--- config.mk ---
export PLATFORM = sky130hd
export DESIGN_NAME = fft_stage_scheduler
export DESIGN_NICKNAME = d
export VERILOG_FILES = /design/src/rtl/fft_stage_scheduler.sv
export SDC_FILE = /design/constraint.sdc
export NUM_CORES = 1
export LEC_CHECK = 0
export CORE_UTILIZATION = 66
export CTS_CLUSTER_DIAMETER = 120
export DETAILED_ROUTE_END_ITERATION = 7
export DONT_BUFFER_PORTS = 1
export GPL_ROUTABILITY_DRIVEN = 0
export GPL_TIMING_DRIVEN = 0
export HOLD_SLACK_MARGIN = 0.15
export MAX_ROUTING_LAYER = met4
export PLACE_DENSITY = 0.79
export SETUP_SLACK_MARGIN = 0.1
export SLEW_MARGIN = 20
export SYNTH_ARGS = -nofsm -noshare
export SYNTH_HDL_FRONTEND = slang
export SYNTH_SLANG_ARGS = --single-unit
--- constraint.sdc ---
create_clock -name i_clk -period 6.1 [get_ports i_clk]
set_clock_uncertainty 0.15 [all_clocks]
set_input_delay 1.22 -clock i_clk [delete_from_list [all_inputs] [get_ports i_clk]]
set_output_delay 1.22 -clock i_clk [all_outputs]
set_load 0.01 [all_outputs]
--- src/rtl/fft_stage_scheduler.sv ---
// Sequencer for the in-place radix-2 DIT FFT: bit-reversal swaps, then log2(N) butterfly
// stages, separated by drain gaps of BF_LATENCY cycles, ending in a calc-end level.
module fft_stage_scheduler #(
    parameter int ADDR_W     = 12,
    parameter int BF_LATENCY = 4
) (
    input  logic              i_clk,
    input  logic              i_rstn,
    input  logic              i_DATA_LOADED,
    input  logic [ADDR_W-1:0] i_SAMPLES_NUMBER,
    input  logic              i_BF_READY,
    output logic              o_SWAP_VALID,
    output logic              o_BF_VALID,
    output logic [ADDR_W-1:0] o_ADDR_A,
    output logic [ADDR_W-1:0] o_ADDR_B,
    output logic [ADDR_W-2:0] o_TWIDDLE_IDX,
    output logic [3:0]        o_STAGE,
    output logic              o_BUSY,
    output logic              o_CALC_END,
    output logic              o_ERR
);

    localparam int GAP_W = (BF_LATENCY > 1) ? $clog2(BF_LATENCY) : 1;
    localparam logic [GAP_W-1:0] GAP_LAST = GAP_W'(BF_LATENCY - 1);

    typedef enum logic [2:0] {
        S_IDLE,
        S_BITREV,
        S_GAP,
        S_STAGE,
        S_DONE
    } state_t;

    function automatic logic n_ok(input logic [ADDR_W-1:0] n);
        return (n > ADDR_W'(1)) && ((n & (n - ADDR_W'(1))) == '0);
    endfunction

    function automatic logic [3:0] log2_enc(input logic [ADDR_W-1:0] n);
        logic [3:0] m;
        m = '0;
        for (int b = 0; b < ADDR_W; b++) begin
            if (n[b]) m = b[3:0];
        end
        return m;
    endfunction

    // Full-width mirror, then shift the reversed field down to M bits.
    function automatic logic [ADDR_W-1:0] bit_rev(input logic [ADDR_W-1:0] idx,
                                                 input logic [3:0]        m);
        logic [ADDR_W-1:0] full;
        for (int b = 0; b < ADDR_W; b++) begin
            full[b] = idx[ADDR_W-1-b];
        end
        return full >> (ADDR_W - int'(m));
    endfunction

    function automatic logic [ADDR_W-1:0] bf_addr_a(input logic [ADDR_W-1:0] k,
                                                   input logic [3:0]        s);
        logic [ADDR_W-1:0] pos;
        logic [ADDR_W-1:0] grp;
        pos = k & ((ADDR_W'(1) << s) - ADDR_W'(1));
        grp = k >> s;
        return (grp << (s + 4'd1)) | pos;
    endfunction

    function automatic logic [ADDR_W-2:0] tw_idx(input logic [ADDR_W-1:0] k,
                                                input logic [3:0]        s,
                                                input logic [3:0]        m);
        logic [ADDR_W-1:0] pos;
        logic [ADDR_W-1:0] sh;
        pos = k & ((ADDR_W'(1) << s) - ADDR_W'(1));
        sh  = pos << (m - 4'd1 - s);
        return sh[ADDR_W-2:0];
    endfunction

    state_t            r_state;
    logic [ADDR_W-1:0] r_n;
    logic [3:0]        r_m;
    logic [ADDR_W-1:0] r_i;
    logic [ADDR_W-1:0] r_k;
    logic [3:0]        r_s;
    logic [GAP_W-1:0]  r_gap;
    logic              r_swap_valid;
    logic              r_bf_valid;
    logic [ADDR_W-1:0] r_addr_a;
    logic [ADDR_W-1:0] r_addr_b;
    logic [ADDR_W-2:0] r_tw;
    logic [3:0]        r_stage;
    logic              r_busy;
    logic              r_calc_end;
    logic              r_err;

    logic [ADDR_W-1:0] w_rev;
    logic [ADDR_W-1:0] w_bf_a;
    logic [ADDR_W-1:0] w_bf_b;
    logic [ADDR_W-2:0] w_tw;
    logic [ADDR_W-1:0] w_half_n;

    // r_k always holds the index of the next butterfly to be loaded (0 while in GAP).
    assign w_rev    = bit_rev(r_i, r_m);
    assign w_bf_a   = bf_addr_a(r_k, r_s);
    assign w_bf_b   = w_bf_a + (ADDR_W'(1) << r_s);
    assign w_tw     = tw_idx(r_k, r_s, r_m);
    assign w_half_n = r_n >> 1;

    always_ff @(posedge i_clk or negedge i_rstn) begin
        if (!i_rstn) begin
            r_state      <= S_IDLE;
            r_n          <= '0;
            r_m          <= '0;
            r_i          <= '0;
            r_k          <= '0;
            r_s          <= '0;
            r_gap        <= '0;
            r_swap_valid <= 1'b0;
            r_bf_valid   <= 1'b0;
            r_addr_a     <= '0;
            r_addr_b     <= '0;
            r_tw         <= '0;
            r_stage      <= '0;
            r_busy       <= 1'b0;
            r_calc_end   <= 1'b0;
            r_err        <= 1'b0;
        end else begin
            r_err <= 1'b0;
            case (r_state)
                S_IDLE, S_DONE: begin
                    if (i_DATA_LOADED) begin
                        r_calc_end <= 1'b0;
                        if (n_ok(i_SAMPLES_NUMBER)) begin
                            r_n     <= i_SAMPLES_NUMBER;
                            r_m     <= log2_enc(i_SAMPLES_NUMBER);
                            r_i     <= '0;
                            r_s     <= '0;
                            r_busy  <= 1'b1;
                            r_state <= S_BITREV;
                        end else begin
                            r_err   <= 1'b1;
                            r_state <= S_IDLE;
                        end
                    end
                end
                // One index evaluated per cycle unless a swap is waiting for acceptance.
                S_BITREV: begin
                    if (!r_swap_valid || i_BF_READY) begin
                        if (r_i == r_n) begin
                            r_swap_valid <= 1'b0;
                            r_gap        <= '0;
                            r_k          <= '0;
                            r_state      <= S_GAP;
                        end else begin
                            r_swap_valid <= (r_i < w_rev);
                            r_addr_a     <= r_i;
                            r_addr_b     <= w_rev;
                            r_i          <= r_i + ADDR_W'(1);
                        end
                    end
                end
                S_GAP: begin
                    if (r_gap == GAP_LAST) begin
                        if (r_s == r_m) begin
                            r_busy     <= 1'b0;
                            r_calc_end <= 1'b1;
                            r_state    <= S_DONE;
                        end else begin
                            r_bf_valid <= 1'b1;
                            r_addr_a   <= w_bf_a;
                            r_addr_b   <= w_bf_b;
                            r_tw       <= w_tw;
                            r_stage    <= r_s;
                            r_k        <= r_k + ADDR_W'(1);
                            r_state    <= S_STAGE;
                        end
                    end else begin
                        r_gap <= r_gap + GAP_W'(1);
                    end
                end
                S_STAGE: begin
                    if (i_BF_READY) begin
                        if (r_k == w_half_n) begin
                            r_bf_valid <= 1'b0;
                            r_stage    <= '0;
                            r_s        <= r_s + 4'd1;
                            r_gap      <= '0;
                            r_k        <= '0;
                            r_state    <= S_GAP;
                        end else begin
                            r_addr_a <= w_bf_a;
                            r_addr_b <= w_bf_b;
                            r_tw     <= w_tw;
                            r_k      <= r_k + ADDR_W'(1);
                        end
                    end
                end
                default: r_state <= S_IDLE;
            endcase
        end
    end

    assign o_SWAP_VALID  = r_swap_valid;
    assign o_BF_VALID    = r_bf_valid;
    assign o_ADDR_A      = r_addr_a;
    assign o_ADDR_B      = r_addr_b;
    assign o_TWIDDLE_IDX = r_tw;
    assign o_STAGE       = r_stage;
    assign o_BUSY        = r_busy;
    assign o_CALC_END    = r_calc_end;
    assign o_ERR         = r_err;

endmodule
==> results of run 1 <==
==> critical path: stages (launching register included) <==
cell	delay (ps)
dfrtp_1	470
buf_2	230
buf_2	220
inv_1	190
ha_1	220
clkbuf_1	340
nand2b_1	160
nor2_1	270
inv_1	100
ha_1	280
nand2b_1	200
o21ai_0	280
ha_1	350
a21o_1	180
a21oi_1	220
o21bai_1	150
a221oi_2	300
a211oi_2	140
maj3_2	360
o31ai_4	350
nor4_1	90
a211o_1	230
==> power breakdown <==
group | total (mW) | switching, mW | internal, mW
Sequential | 0.669 | 0.0278 | 0.641
Combinational | 0.280 | 0.187 | 0.0935
Clock | 0.616 | 0.246 | 0.370
==> through the flow <==
step | instances | power (mW) | setup slack (ps) | instance area (um2)
2_1_floorplan | 966 | 0.873 | 1510 | 8020
3_3_place_gp | 1109 | 0.938 | 745 | 8200
3_5_place_dp | 1109 | 0.948 | 655 | 8200
4_1_cts | 1124 | 1.55 | 619 | 8510
5_1_grt | 1124 | 1.61 | 220 | 8510
6_report | 1124 | 1.57 | 498 | 8510
==> sequential cells by signal (all words and copies together), names as in the netlist <==
name	flops
o_STAGE	4
o_TWIDDLE_IDX	11
r_n	12
r_m	4
o_ADDR_A	12
o_ERR	1
r_state	3
r_i	12
o_BF_VALID	1
r_gap	2
r_s	4
o_ADDR_B	12
r_k	12
o_CALC_END	1
o_BUSY	1
o_SWAP_VALID	1
==> final cells by class <==
cell class / instances / area [um2] / share of cell area, %
flip-flops and latches: 93 / 2330 / 27.3
multi-input cells: 780 / 5320 / 62.5
clock buffers: 12 / 246 / 2.90
plain buffers: 67 / 275 / 3.23
inverters: 26 / 97.6 / 1.15
clock inverters: 3 / 68.8 / 0.808
well taps: 143 / 179 / 2.10
==> worst max path at each step <==
stage	end	startpoint	cells past startpoint
after CTS	o_ADDR_B[9]	r_s[1]	21
after global routing	o_ADDR_B[9]	r_s[1]	21
after global placement	o_ADDR_B[9]	r_s[1]	21
after floorplan	o_ADDR_B[9]	r_s[1]	21
after detailed placement	o_ADDR_B[9]	r_s[1]	21
final	o_ADDR_B[9]	r_s[1]	21
==> layer usage <==
metal | wire, um | global-route usage, % | up-vias
met4 | 1170 | 20.7 | 0
met3 | 2890 | 8.86 | 124
met5 | 0 | - | -
li1 | - | - | 3567
met1 | 9710 | 53.7 | 3738
met2 | 11100 | 64.0 | 594
==> synth_stat cells (14+ instances only) <==
| cell type | count | area (um2) |
|---|---|---|
| nor2b_1 | 16 | 100 |
| nand2_1 | 124 | 465 |
| nor2_1 | 74 | 278 |
| dfrtp_1 | 93 | 2330 |
| o21ai_0 | 77 | 385 |
| mux2i_1 | 29 | 290 |
| ha_1 | 33 | 413 |
| nand4_1 | 14 | 87.6 |
| nor3_1 | 20 | 100 |
| xor2_1 | 41 | 359 |
| mux2_2 | 33 | 372 |
| and2_1 | 17 | 106 |
| a21oi_1 | 43 | 215 |
| clkbuf_1 | 48 | 180 |
| nand3_1 | 25 | 125 |
| inv_1 | 25 | 93.8 |
==> cells by family (layout without fill, tap and decap cells) <==
logic type / after synthesis / after routing / synth area share, %
AOI/OAI and AO/OA: 260 / 260 / 21.9
xor gates and xnor gates: 53 / 53 / 5.88
adders and majority gates: 38 / 38 / 6.05
buffers and inverters: 93 / 108 / 4.65
DFF: 93 / 93 / 29.0
muxes: 69 / 69 / 10.1
and+or+nand+nor: 360 / 360 / 22.3
==> placed cells by master (no fill, tap or decap), types with 6 or more instances in the layout <==
cell / netlist / final
nand2_1: 124 / 124
dfrtp_1: 93 / 93
o21ai_0: 77 / 77
nor2_1: 74 / 74
clkbuf_1: 48 / 50
a21oi_1: 43 / 43
xor2_1: 41 / 41
mux2_2: 33 / 33
ha_1: 33 / 33
mux2i_1: 29 / 29
inv_1: 25 / 25
nand3_1: 25 / 25
nor3_1: 20 / 20
and2_1: 17 / 17
nor2b_1: 16 / 16
nand4_1: 14 / 14
a31oi_1: 13 / 13
o211ai_1: 13 / 13
nor4_1: 13 / 13
a22o_1: 12 / 12
a21o_1: 12 / 12
xnor2_1: 11 / 11
o31ai_1: 11 / 11
buf_1: 10 / 10
clkbuf_16: 0 / 9
a211oi_1: 8 / 8
nand2b_1: 8 / 8
nor3b_1: 8 / 8
buf_2: 7 / 7
mux4_2: 6 / 6
and3_1: 6 / 6
a32oi_1: 6 / 6
==> results.md, run 1 <==
- Final core occ: 73.3%
- Iteration-0 DRC Markers: 1097
- Overall Global Routing Usage: 42.2%
- Num rows: 39
- Worst-margin pin slew: 1030 ps
- R2r endpoint: o_ADDR_B[9]
- Crit path max fanout: 10
- Worst skew pair latency: 360 ps
- Clock slew at reported path FFs: 70 ps
- Buffers inserted by post-CTS timing repair: 0
- Seq cells post-synth: 93
- Final ANT Viol Nets: 0
- Critical path class: flip-flop to flip-flop
- # clock sinks: 93
- Relative slew slack: 31.2%
- Hold Path Cell Cnt: 1
- Drt pass-1 iters: 8
- Fraction of layout cells with a size suffix above 1: 8.66%
- Synth-to-layout area growth: 6.16%
- HPWL Detailed: 18.7 mm
- Status: complete, but fails checks
- Seq/Total Area, Yosys: 29.0%
- Number of H-tree levels: 3
- WHS: 364 ps
- Setup crit start kind: flip-flop
- Fin crit period: 5600 ps
- Antenna violations before repair: 0
- WP data required: 6190 ps
- CTS root buffer: clkbuf_16
- Fin. max-slew vios: 0
- Element type at the critical path end: flip-flop
- RSZ-0062 raised after global routing: no
- Hold WC Path Type: flip-flop to flip-flop
- Area of the die: 12600 um2
- CTS tree: built
- Net Count, Synth: 1017
- First-pass GRT wire length: 40.2 mm
- Reg2Reg Depth: 21
- Die Wd: 112 um
- Grt ovf: 0
- Routed vias: 8023
- Failing checks: DRC
- Post-Syn Area: 8020 um2
- Post-synth EDFFs: 0
- Async SR Flop Fraction: 100%
- Final Hold Fails: 0
- Vias in the first global route: 7621
- R2r setup slk: 500 ps
- Drt via density: 7.14
- Post-Syn Area per Cell: 8.30 um2
- WL per Instance: 22.1 um
- Largest net degree at the start of global routing: 94
- Top_reg_cell synth: dfrtp_1
- Nets: 1028
- Post-Route WL: 24.9 mm
- MaxCap Viol Count: 0
- Fmax: 178 MHz
- Setup TNS: 0 ps
- PwrDens: 184 nW/um2
- Number of port buffers: 0
- DRC Markers: 10
- # IOs: 60
- Number of diodes: 0
- Distinct cells, synth: 84
- CTS Buffer Depth: 2
- Starting Density: 69.0%
- Hold Buf Count CTS: 0
- Synth warn: 0
- Setup violators final: 0
- Die H: 112 um
- Fillers: 890
- TritonCTS Buffers: 9
- VDD IR max: 0.176 mV
- Reg2reg start: r_s[1]
- Arrival time of the worst setup path: 5690 ps
- Core Region: 11600 um2
- Period utilisation layout: 91.8%
- Post-CTS resize count: 0
- Hold_sp: r_gap[1]
- Synth Instances: 966
- Leak: 3.70 nW
- Hold path endpoint: r_gap[1]
Power figures use the tool's default switching activity.
==> run 2: changes to the inputs <==
CAP_MARGIN = 20   (was default)
CORE_UTILIZATION = 60   (was 66)
PLACE_DENSITY = 0.73   (was 0.79)
SETUP_SLACK_MARGIN = 0.2   (was 0.1)
==> results.md, run 2 (same netlist as run 1, synthesis figures left out) <==
- Status: completed
- WP buf/inv: 5
- Buffers inserted by post-CTS timing repair: 0
- Number of diodes: 0
- Reg2Reg Depth: 21
- Num rows: 41
- TritonCTS Buffers: 9
- Crit path max fanout: 10
- Nets: 1028
- Period utilisation layout: 91.2%
- CTS root buffer: clkbuf_16
- PwrDens: 185 nW/um2
- Core Region: 12800 um2
- Cells along the critical path: buf_2, buf_2, inv_1, ha_1, clkbuf_2, nand2b_1, nor2_1, inv_1, ha_1, nand2b_1, o21ai_0, ha_1, a21o_1, a21oi_1, o21bai_1, a221oi_2, a211oi_2, maj3_2, o31ai_4, nor4_1, a211o_1
- CTS tree: built
- Iteration-0 DRC Markers: 917
- Worst skew pair latency: 360 ps
- Synth-to-layout area growth: 6.74%
- MaxCap Viol Count: 0
- Setup crit start kind: flip-flop
- Final Hold Fails: 0
- Commonest non-fill, non-tap cells in the layout: nand2_1 (124), dfrtp_1 (93), o21ai_0 (77), nor2_1 (74), clkbuf_1 (48)
- RSZ-0062 raised after global routing: no
- R2r endpoint: o_ADDR_B[9]
- Most common cell after layout, fill and taps aside: nand2_1
- CTS Buffer Depth: 2
- WP data required: 6190 ps
- Fin. max-slew vios: 0
- Element type at the critical path end: flip-flop
- Die Wd: 118 um
- Reg2reg start: r_s[1]
- Relative slew slack: 38.5%
- Fin crit period: 5560 ps
- Area of the die: 13800 um2
- Setup TNS: 0 ps
- VDD IR max: 0.178 mV
- Number of port buffers: 0
- Overall Global Routing Usage: 37.5%
- Worst path max stage delay: 480 ps
- Leak: 3.71 nW
- DRC Markers: 0
- Number of H-tree levels: 3
- Crit path capture: o_ADDR_B[9]
- Starting Density: 62.5%
- Largest net degree at the start of global routing: 94
- CP most frequent cell: ha_1
- Final ANT Viol Nets: 0
- Fmax: 180 MHz
- Drt pass-1 iters: 7
- Critical path class: flip-flop to flip-flop
- Fraction of layout cells with a size suffix above 1: 8.96%
- R2r setup slk: 540 ps
- Hold WC Path Type: flip-flop to flip-flop
- Die H: 118 um
- First-pass GRT wire length: 39.6 mm
- Critical path's top delay family: compound AO/OA/AOI/OAI gates
- Grt ovf: 0
- WHS: 375 ps
- Worst-margin pin slew: 913 ps
- CP Depth: 21
- Setup violators final: 0
- Drt via density: 6.85
- WL per Instance: 21.7 um
- Slowest-stage cell, CP: dfrtp_1
- # clock sinks: 93
- Vias in the first global route: 7538
- HPWL Detailed: 18.9 mm
- # IOs: 60
- Routed vias: 7903
- Crit. Startpoint: r_s[1]
- Antenna violations before repair: 0
- Clock slew at reported path FFs: 70 ps
- Arrival time of the worst setup path: 5660 ps
- Post-Route WL: 25.0 mm
-- run 2: timing repair --
action	CTS	global route
endpoints found under the setup margin	0	1
gates resized for setup	0	2
hold buffers	0	0
-- run 2: cell type report --
class,instances,area (um2)
buffer,67,277
clock buffer,11,243
clock inverter,5,81.3
fill,1108,4270
inverter,26,97.6
multi-input combinational,780,5320
sequential,93,2330
tap,172,215
-- run 2: through the flow --
| stage | util (%) | worst slack, ps | cells | area, um2 | power (mW) |
|---|---|---|---|---|---|
| floorplan | - | 1510 | 966 | 8020 | 0.873 |
| global placement | 64.2 | 729 | 1138 | 8230 | 0.937 |
| detailed placement | 64.2 | 641 | 1138 | 8230 | 0.948 |
| CTS | 66.7 | 544 | 1154 | 8560 | 1.57 |
| global route | 66.7 | 344 | 1154 | 8560 | 1.63 |
| finish | 66.7 | 536 | 1154 | 8560 | 1.58 |
-- run 2: worst register-to-register path, cell delays in order, from the launching register on --
cell and delay [ps]:
dfrtp_1 480, buf_2 230, buf_2 230, inv_1 210
ha_1 210, clkbuf_2 220, nand2b_1 120, nor2_1 300
inv_1 120, ha_1 300, nand2b_1 210, o21ai_0 280
ha_1 350, a21o_1 180, a21oi_1 230, o21bai_1 170
a221oi_2 300, a211oi_2 140, maj3_2 350, o31ai_4 340
nor4_1 90, a211o_1 240
-- run 2: worst min-delay path by stage --
stage,end,startpoint,depth (start not counted)
floorplan,r_gap[1],r_gap[1],1
global placement,r_gap[1],r_gap[1],1
detailed placement,r_n[0],r_n[0],1
CTS,r_n[0],r_n[0],1
global route,r_i[4],i_rstn,0
finish,r_gap[1],r_gap[1],1
-- run 2: where the power goes --
| group | switching, mW | internal [mW] |
|---|---|---|
| logic | 0.182 | 0.0940 |
| registers | 0.0289 | 0.641 |
| clock network | 0.264 | 0.372 |
-- run 2: metal layers --
| layer | share of wire [%] | GRT usage (%) | routed length (um) |
|---|---|---|---|
| met5 | 0 | - | 0 |
| met4 | 4.6 | 17.9 | 1150 |
| met2 | 45 | 57.2 | 11200 |
| met3 | 10 | 8.38 | 2620 |
| met1 | 40 | 47.2 | 10000 |
==> run 3: changes to the inputs <==
CORE_MARGIN = 4   (was default)
CORE_UTILIZATION = 59   (was 60)
PLACE_DENSITY = 0.75   (was 0.73)
clock period = 4.8 ns   (was 6.1 ns; I/O delays follow)
==> results.md, run 3 (same netlist as run 1, synthesis figures left out) <==
- CTS tree: built
- Final Hold Fails: 0
- Drt pass-1 iters: 7
- VDD IR max: 0.227 mV
- Worst path max stage delay: 540 ps
- Number of diodes: 0
- Clock slew at reported path FFs: 60 ps
- Reg2reg start: r_s[3]
- Cells along the critical path: buf_2, nor3b_1, a22o_1, or4_4, nand2_4, o21ai_4, ha_1, a21o_1, a21oi_2, o21bai_2, a221oi_2, a211oi_2, maj3_2, o31ai_4, nor4_1, a211o_1
- Fin crit period: 4580 ps
- Grt ovf: 0
- Reg2Reg Depth: 16
- CP Depth: 16
- Setup crit start kind: flip-flop
- Placed cells: 1142
- Setup violators final: 0
- Nets: 1040
- P_int: 1.39 mW
- Die Wd: 125 um
- Synth-to-layout area growth: 10.0%
- Crit path max fanout: 10
- Fin. max-slew vios: 0
- R2r setup slk: 220 ps
- Largest net degree at the start of global routing: 51
- Critical path's top delay family: compound AO/OA/AOI/OAI gates
- Starting Density: 60.3%
- Final core occ: 66.4%
- Sequential power share: 42.5%
- Worst skew pair latency: 360 ps
- WP buf/inv: 1
- DRC Markers: 0
- TritonCTS Buffers: 9
- Number of H-tree levels: 3
- Post-Route WL: 25.1 mm
- Commonest non-fill, non-tap cells in the layout: nand2_1 (122), dfrtp_1 (92), o21ai_0 (74), nor2_1 (72), a21oi_1 (42)
- Fmax: 218 MHz
- Area of the die: 15500 um2
- First-pass GRT wire length: 38.7 mm
- RSZ-0062 raised after global routing: yes
- Leak: 3.85 nW
- Critical path class: flip-flop to flip-flop
- Worst-margin pin slew: 1050 ps
- Antenna violations before repair: 0
- Number of port buffers: 0
- Setup TNS: 0 ps
- Slowest-stage cell, CP: nor3b_1
- Clk pwr share: 38.3%
- Period utilisation layout: 95.4%
- Crit. Startpoint: r_s[3]
- Die H: 125 um
- Design area: 8820 um2
- MaxCap Viol Count: 0
- Iteration-0 DRC Markers: 877
- Final ANT Viol Nets: 0
- Crit path capture: o_ADDR_B[9]
- HPWL Detailed: 18.2 mm
- CTS Buffer Depth: 2
- Num rows: 42
- Vias in the first global route: 7171
- Hold WC Path Type: primary input to asynchronous set/reset pin
- WL per Instance: 21.5 um
- Total power: 2.01 mW
- P_sw: 613 uW
- WHS: 301 ps
- Logic pwr share: 19.2%
- Most common cell after layout, fill and taps aside: nand2_1
- Sw Ratio: 30.6%
- WP data required: 4890 ps
- Non-Filler Instances: 1170
- Drt via density: 6.73
- Final worst setup slack: 221 ps
- R2r endpoint: o_ADDR_B[9]
- Element type at the critical path end: flip-flop
- Relative slew slack: 29.4%
- Status: completed
- Core Region: 13300 um2
- # IOs: 60
- Dpl ws: -713 ps
- Overall Global Routing Usage: 31.9%
- Arrival time of the worst setup path: 4670 ps
- PwrDens: 227 nW/um2
- CTS root buffer: clkbuf_16
- Fraction of layout cells with a size suffix above 1: 13.0%
- # clock sinks: 93
- Placed Area: 8240 um2
- Routed vias: 7873
run 3: changes by cell type in the layout (fill, tap and decap cells not counted), moves of 3 or more:
cell / before / now
clkbuf_2: 1 / 13
buf_4: 0 / 9
clkbuf_1: 48 / 40
buf_1: 10 / 6
o21ai_0: 77 / 74
run 3: per-layer routing:
| layer | global-route usage [%] | vias up | part of all wire, % |
|---|---|---|---|
| li1 | - | 3587 | - |
| met1 | 43.4 | 3717 | 41 |
| met2 | 47.9 | 491 | 45 |
| met3 | 4.97 | 78 | 10 |
| met4 | 12.8 | 0 | 3.5 |
| met5 | - | - | 0 |
run 3: area by class of cell:
type,instances,area [um2]
Tap cell,176,220
Clock inverter,2,38.8
Buffer,67,308
Multi-Input combinational cell,780,5430
Timing Repair Buffer,12,125
Fill cell,1117,4470
Clock buffer,14,274
Sequential cell,93,2330
Inverter,26,101
run 3: timing repair:
item | in CTS | in global routing
buffers inserted | 3 | 6
gates resized for setup | 16 | 41
setup endpoints to repair | 7 | 7
hold buffers | 3 | 0
pin swaps | 3 | 6
hold endpoints to repair | 50 | 0
run 3: worst min-delay path by stage:
stage / depth (start not counted) / slack, ps / end / from
after global placement: 1 / 340 / r_gap[1] / r_gap[1]
after CTS: 1 / 300 / o_ADDR_A[4] / i_rstn
final: 1 / 300 / o_ADDR_A[4] / i_rstn
after global routing: 1 / 310 / o_ADDR_A[4] / i_rstn
after detailed placement: 1 / 340 / r_gap[1] / r_gap[1]
after floorplan: 1 / 320 / r_gap[1] / r_gap[1]
run 3: power groups by stage:
| stage | Combinational [mW] | Clock [mW] | Sequential [mW] |
|---|---|---|---|
| after floorplan | 0.256 | 0 | 0.854 |
| after global placement | 0.336 | 0 | 0.865 |
| final | 0.384 | 0.769 | 0.854 |
| after CTS | 0.368 | 0.770 | 0.852 |
| after global routing | 0.417 | 0.808 | 0.856 |
| after detailed placement | 0.341 | 0 | 0.866 |
